[config.mk]
export PLATFORM = sky130hd
export DESIGN_NAME = spi_rx_frame
export DESIGN_NICKNAME = d
export VERILOG_FILES = /design/src/rtl/spi_pkg.sv /design/src/rtl/sync_edge.sv /design/src/rtl/spi_rx_frame.sv
export SDC_FILE = /design/constraint.sdc
export NUM_CORES = 1
export LEC_CHECK = 0
export ABC_AREA = 1
export BUFFER_PORTS_ARGS = -buffer_cell sky130_fd_sc_hd__buf_2
export CAP_MARGIN = 30
export CORE_MARGIN = 1.5
export CORE_UTILIZATION = 50
export DETAILED_ROUTE_END_ITERATION = 16
export PLACE_DENSITY = 0.68
export SLEW_MARGIN = 10
export SYNTH_ARGS = -nofsm -noshare
export SYNTH_HDL_FRONTEND = slang
export SYNTH_SLANG_ARGS = --single-unit
[constraint.sdc]
create_clock -name clk -period 1.7 [get_ports clk]
set_input_delay 0.17 -clock clk [delete_from_list [all_inputs] [get_ports clk]]
set_output_delay 0.17 -clock clk [all_outputs]
set_load 0.05 [all_outputs]
[src/rtl/spi_pkg.sv]
// Shared constants and FSM encoding for the SPI slave-side frame receiver.
package spi_pkg;

    typedef enum logic [1:0] {
        ST_WAIT_IDLE = 2'd0,
        ST_IDLE      = 2'd1,
        ST_SHIFT     = 2'd2
    } rx_state_t;

    // SPI mode 1: SCL idles low, data launched on rising edge, sampled on falling edge.
    localparam logic CPOL = 1'b0;
    localparam logic CPHA = 1'b1;

    localparam int unsigned DEFAULT_MAX_BITS = 16;

    // Smallest SCL half-period, in clk cycles, that the synchroniser can resolve.
    localparam int unsigned MIN_SCL_HALF_CLK = 3;

    localparam int unsigned LEN_W = 5;

endpackage

[src/rtl/sync_edge.sv]
// N-flop synchroniser for one asynchronous pin, with registered rise/fall pulses.
module sync_edge #(
    parameter int unsigned STAGES    = 2,
    parameter logic        RESET_VAL = 1'b0
) (
    input  logic clk,
    input  logic rst,
    input  logic d,
    output logic level,
    output logic rise,
    output logic fall
);

    logic [STAGES-1:0] chain;
    logic              prev;

    always_ff @(posedge clk or negedge rst) begin
        if (!rst) begin
            chain <= {STAGES{RESET_VAL}};
            prev  <= RESET_VAL;
            rise  <= 1'b0;
            fall  <= 1'b0;
        end else begin
            chain <= {chain[STAGES-2:0], d};
            prev  <= chain[STAGES-1];
            rise  <= chain[STAGES-1] & ~prev;
            fall  <= ~chain[STAGES-1] & prev;
        end
    end

    assign level = chain[STAGES-1];

endmodule

[src/rtl/spi_rx_frame.sv]
// SPI slave receiver: captures variable-length frames between SS edges and
// presents them right-aligned with a bit count over a valid/ready handshake.
//
//   state        | meaning
//   -------------+-----------------------------------------------------------
//   ST_WAIT_IDLE | after reset; wait for synchroniser to settle and SS high
//   ST_IDLE      | SS high, waiting for SS falling edge; SCL ignored
//   ST_SHIFT     | SS low, sampling MOSI on each SCL sample edge
module spi_rx_frame
    import spi_pkg::*;
#(
    parameter int unsigned MAX_BITS    = DEFAULT_MAX_BITS,
    parameter int unsigned SYNC_STAGES = 2
) (
    input  logic                clk,
    input  logic                rst,
    input  logic                SCL,
    input  logic                SS,
    input  logic                MOSI,
    output logic [MAX_BITS-1:0] rx_data,
    output logic [LEN_W-1:0]    rx_len,
    output logic                rx_valid,
    input  logic                rx_ready,
    output logic                rx_err_len,
    output logic                rx_overrun
);

    if (MAX_BITS < 1 || MAX_BITS > 31) begin : g_bad_max_bits
        $error("spi_rx_frame: MAX_BITS must be within 1..31");
    end
    if (SYNC_STAGES < 2) begin : g_bad_sync_stages
        $error("spi_rx_frame: SYNC_STAGES must be at least 2");
    end

    localparam logic [LEN_W-1:0] MAX_CNT       = LEN_W'(MAX_BITS);
    localparam int unsigned      SETTLE_CYCLES = SYNC_STAGES + MIN_SCL_HALF_CLK - 1;
    localparam logic [7:0]       SETTLE_INIT   = 8'(SETTLE_CYCLES);

    logic scl_level, scl_rise, scl_fall;
    logic ss_level, ss_rise, ss_fall;
    logic mosi_level, mosi_rise_unused, mosi_fall_unused;

    sync_edge #(.STAGES(SYNC_STAGES), .RESET_VAL(CPOL)) u_sync_scl (
        .clk   (clk),
        .rst   (rst),
        .d     (SCL),
        .level (scl_level),
        .rise  (scl_rise),
        .fall  (scl_fall)
    );

    sync_edge #(.STAGES(SYNC_STAGES), .RESET_VAL(1'b1)) u_sync_ss (
        .clk   (clk),
        .rst   (rst),
        .d     (SS),
        .level (ss_level),
        .rise  (ss_rise),
        .fall  (ss_fall)
    );

    sync_edge #(.STAGES(SYNC_STAGES), .RESET_VAL(1'b0)) u_sync_mosi (
        .clk   (clk),
        .rst   (rst),
        .d     (MOSI),
        .level (mosi_level),
        .rise  (mosi_rise_unused),
        .fall  (mosi_fall_unused)
    );

    // Trailing edge is the sample edge when CPHA=1; its direction follows CPOL.
    logic scl_sample;
    assign scl_sample = (CPOL ^ CPHA) ? scl_fall : scl_rise;

    rx_state_t          state, state_next;
    logic [MAX_BITS-1:0] shift_reg;
    logic [LEN_W-1:0]    count;
    logic                ovf;
    logic [7:0]          settle;

    logic handshake;
    logic do_clear, do_shift, do_sat, do_load, do_drop;

    assign handshake = rx_valid & rx_ready;

    always_ff @(posedge clk or negedge rst) begin
        if (!rst) begin
            state <= ST_WAIT_IDLE;
        end else begin
            state <= state_next;
        end
    end

    always_comb begin
        state_next = state;
        do_clear   = 1'b0;
        do_shift   = 1'b0;
        do_sat     = 1'b0;
        do_load    = 1'b0;
        do_drop    = 1'b0;
        case (state)
            ST_WAIT_IDLE: begin
                if (settle == 8'd0 && ss_level) begin
                    state_next = ST_IDLE;
                end
            end
            ST_IDLE: begin
                if (ss_fall) begin
                    do_clear   = 1'b1;
                    state_next = ST_SHIFT;
                end
            end
            ST_SHIFT: begin
                // Frame end takes priority over a coincident sample edge.
                if (ss_rise) begin
                    state_next = ST_IDLE;
                    if (count != '0) begin
                        if (!rx_valid || handshake) begin
                            do_load = 1'b1;
                        end else begin
                            do_drop = 1'b1;
                        end
                    end
                end else if (scl_sample) begin
                    if (count < MAX_CNT) begin
                        do_shift = 1'b1;
                    end else begin
                        do_sat = 1'b1;
                    end
                end
            end
            default: begin
                state_next = ST_WAIT_IDLE;
            end
        endcase
    end

    // Holds off WAIT_IDLE exit until the synchronisers reflect the real pins.
    always_ff @(posedge clk or negedge rst) begin
        if (!rst) begin
            settle <= SETTLE_INIT;
        end else if (settle != 8'd0) begin
            settle <= settle - 8'd1;
        end
    end

    always_ff @(posedge clk or negedge rst) begin
        if (!rst) begin
            shift_reg <= '0;
            count     <= '0;
            ovf       <= 1'b0;
        end else if (do_clear) begin
            shift_reg <= '0;
            count     <= '0;
            ovf       <= 1'b0;
        end else if (do_shift) begin
            shift_reg <= (shift_reg << 1) | MAX_BITS'(mosi_level);
            count     <= count + LEN_W'(1);
        end else if (do_sat) begin
            ovf <= 1'b1;
        end
    end

    always_ff @(posedge clk or negedge rst) begin
        if (!rst) begin
            rx_data    <= '0;
            rx_len     <= '0;
            rx_err_len <= 1'b0;
            rx_valid   <= 1'b0;
        end else if (do_load) begin
            rx_data    <= shift_reg;
            rx_len     <= count;
            rx_err_len <= ovf;
            rx_valid   <= 1'b1;
        end else if (handshake) begin
            rx_valid <= 1'b0;
        end
    end

    always_ff @(posedge clk or negedge rst) begin
        if (!rst) begin
            rx_overrun <= 1'b0;
        end else if (do_drop) begin
            rx_overrun <= 1'b1;
        end
    end

endmodule

==> impl_metrics.csv <==
group,metric,value,unit
synthesis,ys_seq_area_share,61.9,%
route,first_pass_iters,4,
clocking,cts_max_level,3,
synthesis,ys_async_sr_fraction,100,%
route,drt_first_iter_violations,132,
final_layout,areaGrowthSynthToFinish,19.6,%
global_routing,grt_max_degree,29,
clocking,clock_path_buffers,2,
clocking,cts.clk_slew.worst_paths,0.07,ns
clocking,clock_latency,0.34,ns
timing,fin_worst_skew,0.00627,ns
place,place_congestion,0.766,
floorplanning,core,0.00517,mm^2
status,outcome,"finished clean",
place,port_buffers,29,
worst_setup_path,cp-start-kind,"flop",
floorplanning,initial_utilization,52.5,%
global_routing,grt_pass1_vias,1938,
timing,hold_violations,0,
clocking,cts_buffers,9,
route,detail_route.wl_per_cell,11.9,um
worst_setup_path,endpoint_kind,"flop",
synthesis,synthMostInstantiatedCell,"nand2_1",
final_layout,diodes,0,
floorplanning,io_pins,30,
synthesis,syn_inst,293,
place,hpwl,3.29,mm
global_routing,met1_usage,26.9,%
floorplanning,die_area,0.00588,mm^2
timing,rsz0062_at_grt,"no",
timing,period_minus_slack,1.44,ns
power,leakagePower,1.85,nW
power,power.density,1110,mW/mm^2
timing,worstMarginPinSlew,0.401,ns
timing,holdWs,0.0415,ns
synthesis,synth_edf_count,0,
global_routing,met2_usage,29.6,%
synthesis,syn-cell-area,0.00272,mm^2
flow_run,cap_violations,0,
worst_hold_path,hold_class,"in2reg",
timing,finalSetupViolations,0,
route,wirelength,4.89,mm
floorplanning,die_h,76.7,um
clocking,post_cts_buffers,0,
final_layout,final_nets,346,
worst_setup_path,path_class,"reg2reg",
worst_setup_path,path_cells,"inv_1 -> ha_1 -> nand2_1 -> nor2_2 -> inv_1 -> nand2_1 -> nor2_1",
timing,finalCritPeriodShare,84.9,%
worst_setup_path,cp.required,1.93,ns
final_layout,drive_gt1_share,19.9,%
route,ant_nets,0,
place,post-place-ws,0.186,ns
timing,setup_ws,0.256,ns
global_routing,top_usage_layer,"met2",
worst_setup_path,slowest_delay,0.36,ns
synthesis,synth_area_per_cell,9.27,um^2
final_layout,design_area,0.00325,mm^2
floorplanning,die_w,76.7,um
timing,setup_tns,0,ns
worst_setup_path,cp.arrival,1.67,ns
global_routing,grt_pass1_wl,8.95,mm
clocking,cts_tree,"built",
worst_setup_path,cp_num_buf_inv,2,
timing,clock.fmax,693,MHz
global_routing,antenna_found_initial,0,
place,postPlaceCellArea,0.00296,mm^2
global_routing,met3_usage,3.69,%
global_routing,overflow,0,
power,vdd_drop_max,0.717,mV
synthesis,ys_types,23,
worst_setup_path,cp_top_family,"simple AND/OR/NAND/NOR gates",
clocking,cts_root_buffer,"clkbuf_8",
synthesis,syn_nets,303,
clocking,cts.sink_count,67,
synthesis,synth_common_cells,"119 x nand2_1, 63 x dfrtp_1, 22 x nand3_1, 20 x inv_1, 20 x nor2_1",
route,vias_per_cell,4.89,
route,vias,2008,
synthesis,ys_warn_count,0,
timing,slew_headroom,73.3,%
route,drc,0,
power,power,3.60,mW
floorplanning,row_count,26,
synthesis,synth_seq_cells,67,
synthesis,synth_top_area_share,58.1,%
timing,slew_viol_final,0,
worst_setup_path,slowest_stage,"dfrtp_1",
synthesis,synth-main-ff-cell,"dfrtp_1",
synthesis,synth_area_leaders,"dfrtp_1 58%, nand2_1 16%, nand3_1 4.1%, dfstp_2 3.9%, inv_1 2.8%",
worst_setup_path,critPathMaxFanout,9,
synthesis,yosysTopAreaCell,"dfrtp_1",
global_routing,grtUsageTotal,19.4,%
==> final cells by class <==
type                       instances  area, um^2
sequential                        67        1680
clock inverter                     7         116
multi-input combinational        197         905
timing repair buffer              41         258
tap                               70        87.6
fill                             435        1930
inverter                          20        75.1
clock buffer                       9         124
==> power breakdown <==
part	switching, mW	leakage, nW	total (mW)	internal [mW]
Clock	0.596	0.119	1.57	0.971
Combinational	0.225	0.825	0.331	0.105
Sequential	0.0529	0.904	1.71	1.65
==> cell usage in the layout (no fill, tap or decap) <==
| master | synthesis | final |
|---|---|---|
| a21oi_1 | 5 | 5 |
| ha_1 | 4 | 4 |
| dfstp_2 | 4 | 4 |
| o21ai_2 | 2 | 2 |
| bufinv_16 | 0 | 3 |
| nor2_4 | 1 | 1 |
| nand2_1 | 119 | 119 |
| nand2_4 | 1 | 1 |
| buf_12 | 0 | 1 |
| nor2_2 | 1 | 2 |
| nand3_2 | 3 | 3 |
| o21bai_1 | 2 | 2 |
| nor3_1 | 2 | 2 |
| xor2_1 | 2 | 2 |
| nand4_1 | 5 | 5 |
| buf_4 | 0 | 7 |
| nand3_1 | 22 | 22 |
| clkbuf_8 | 0 | 9 |
| or2_2 | 2 | 2 |
| clkinv_4 | 0 | 1 |
| dlygate4sd3_1 | 0 | 4 |
| buf_2 | 6 | 29 |
| inv_1 | 20 | 20 |
| clkinvlp_4 | 0 | 1 |
| nand3b_1 | 1 | 1 |
| dfrtp_1 | 63 | 63 |
| clkinv_2 | 0 | 2 |
| o21ai_0 | 5 | 5 |
| nor2_1 | 20 | 19 |
==> layer usage <==
metal  share of wire, %  vias to the layer above
met4                2.1                        0
li1                   -                     1008
met5                  0                        -
met1                 49                      949
met2                 45                       40
met3                3.5                       11
==> metrics by stage <==
stage / std cells / util (%)
2_1_floorplan: 293 / -
3_3_place_gp: 391 / 57.3
3_5_place_dp: 391 / 57.3
4_1_cts: 411 / 62.7
5_1_grt: 411 / 62.8
6_report: 411 / 62.8
==> final timing paths <==
check	to	from	depth (start not counted)	slack, ns
worst max-delay path	settle[4]$_DFFE_PN0P_	settle[0]$_DFFE_PN0P_	7	0.26
worst min-delay path	rx_valid$_DFFE_PN0P_	rx_ready	2	0.04
worst max register to register	settle[4]$_DFFE_PN0P_	settle[0]$_DFFE_PN0P_	7	0.26
worst min register to register	u_sync_scl.chain[1]$_DFF_PN0_	u_sync_scl.chain[0]$_DFF_PN0_	0	0.36
max in group asynchronous	u_sync_ss.chain[1]$_DFF_PN1_	rst	3	0.82
min in group asynchronous	rx_data[10]$_DFFE_PN0P_	rst	2	0.29
==> cells by family (layout without fill, tap and decap cells) <==
logic type / count (synthesis) / after routing / synth area share, %
compound gates: 14 / 14 / 3.04
xor+xnor: 2 / 2 / 0.645
fa+ha+maj: 4 / 4 / 1.84
buf+inv: 29 / 77 / 4.84
flops: 67 / 67 / 61.9
simple gates: 177 / 177 / 27.7
==> what timing repair did <==
action | CTS | global route
gates resized for setup | 0 | 1
endpoints found under the hold margin | 16 | 0
hold buffers | 4 | 0
endpoints found under the setup margin | 0 | 1
No activity file was read; power rests on OpenSTA's default activity.
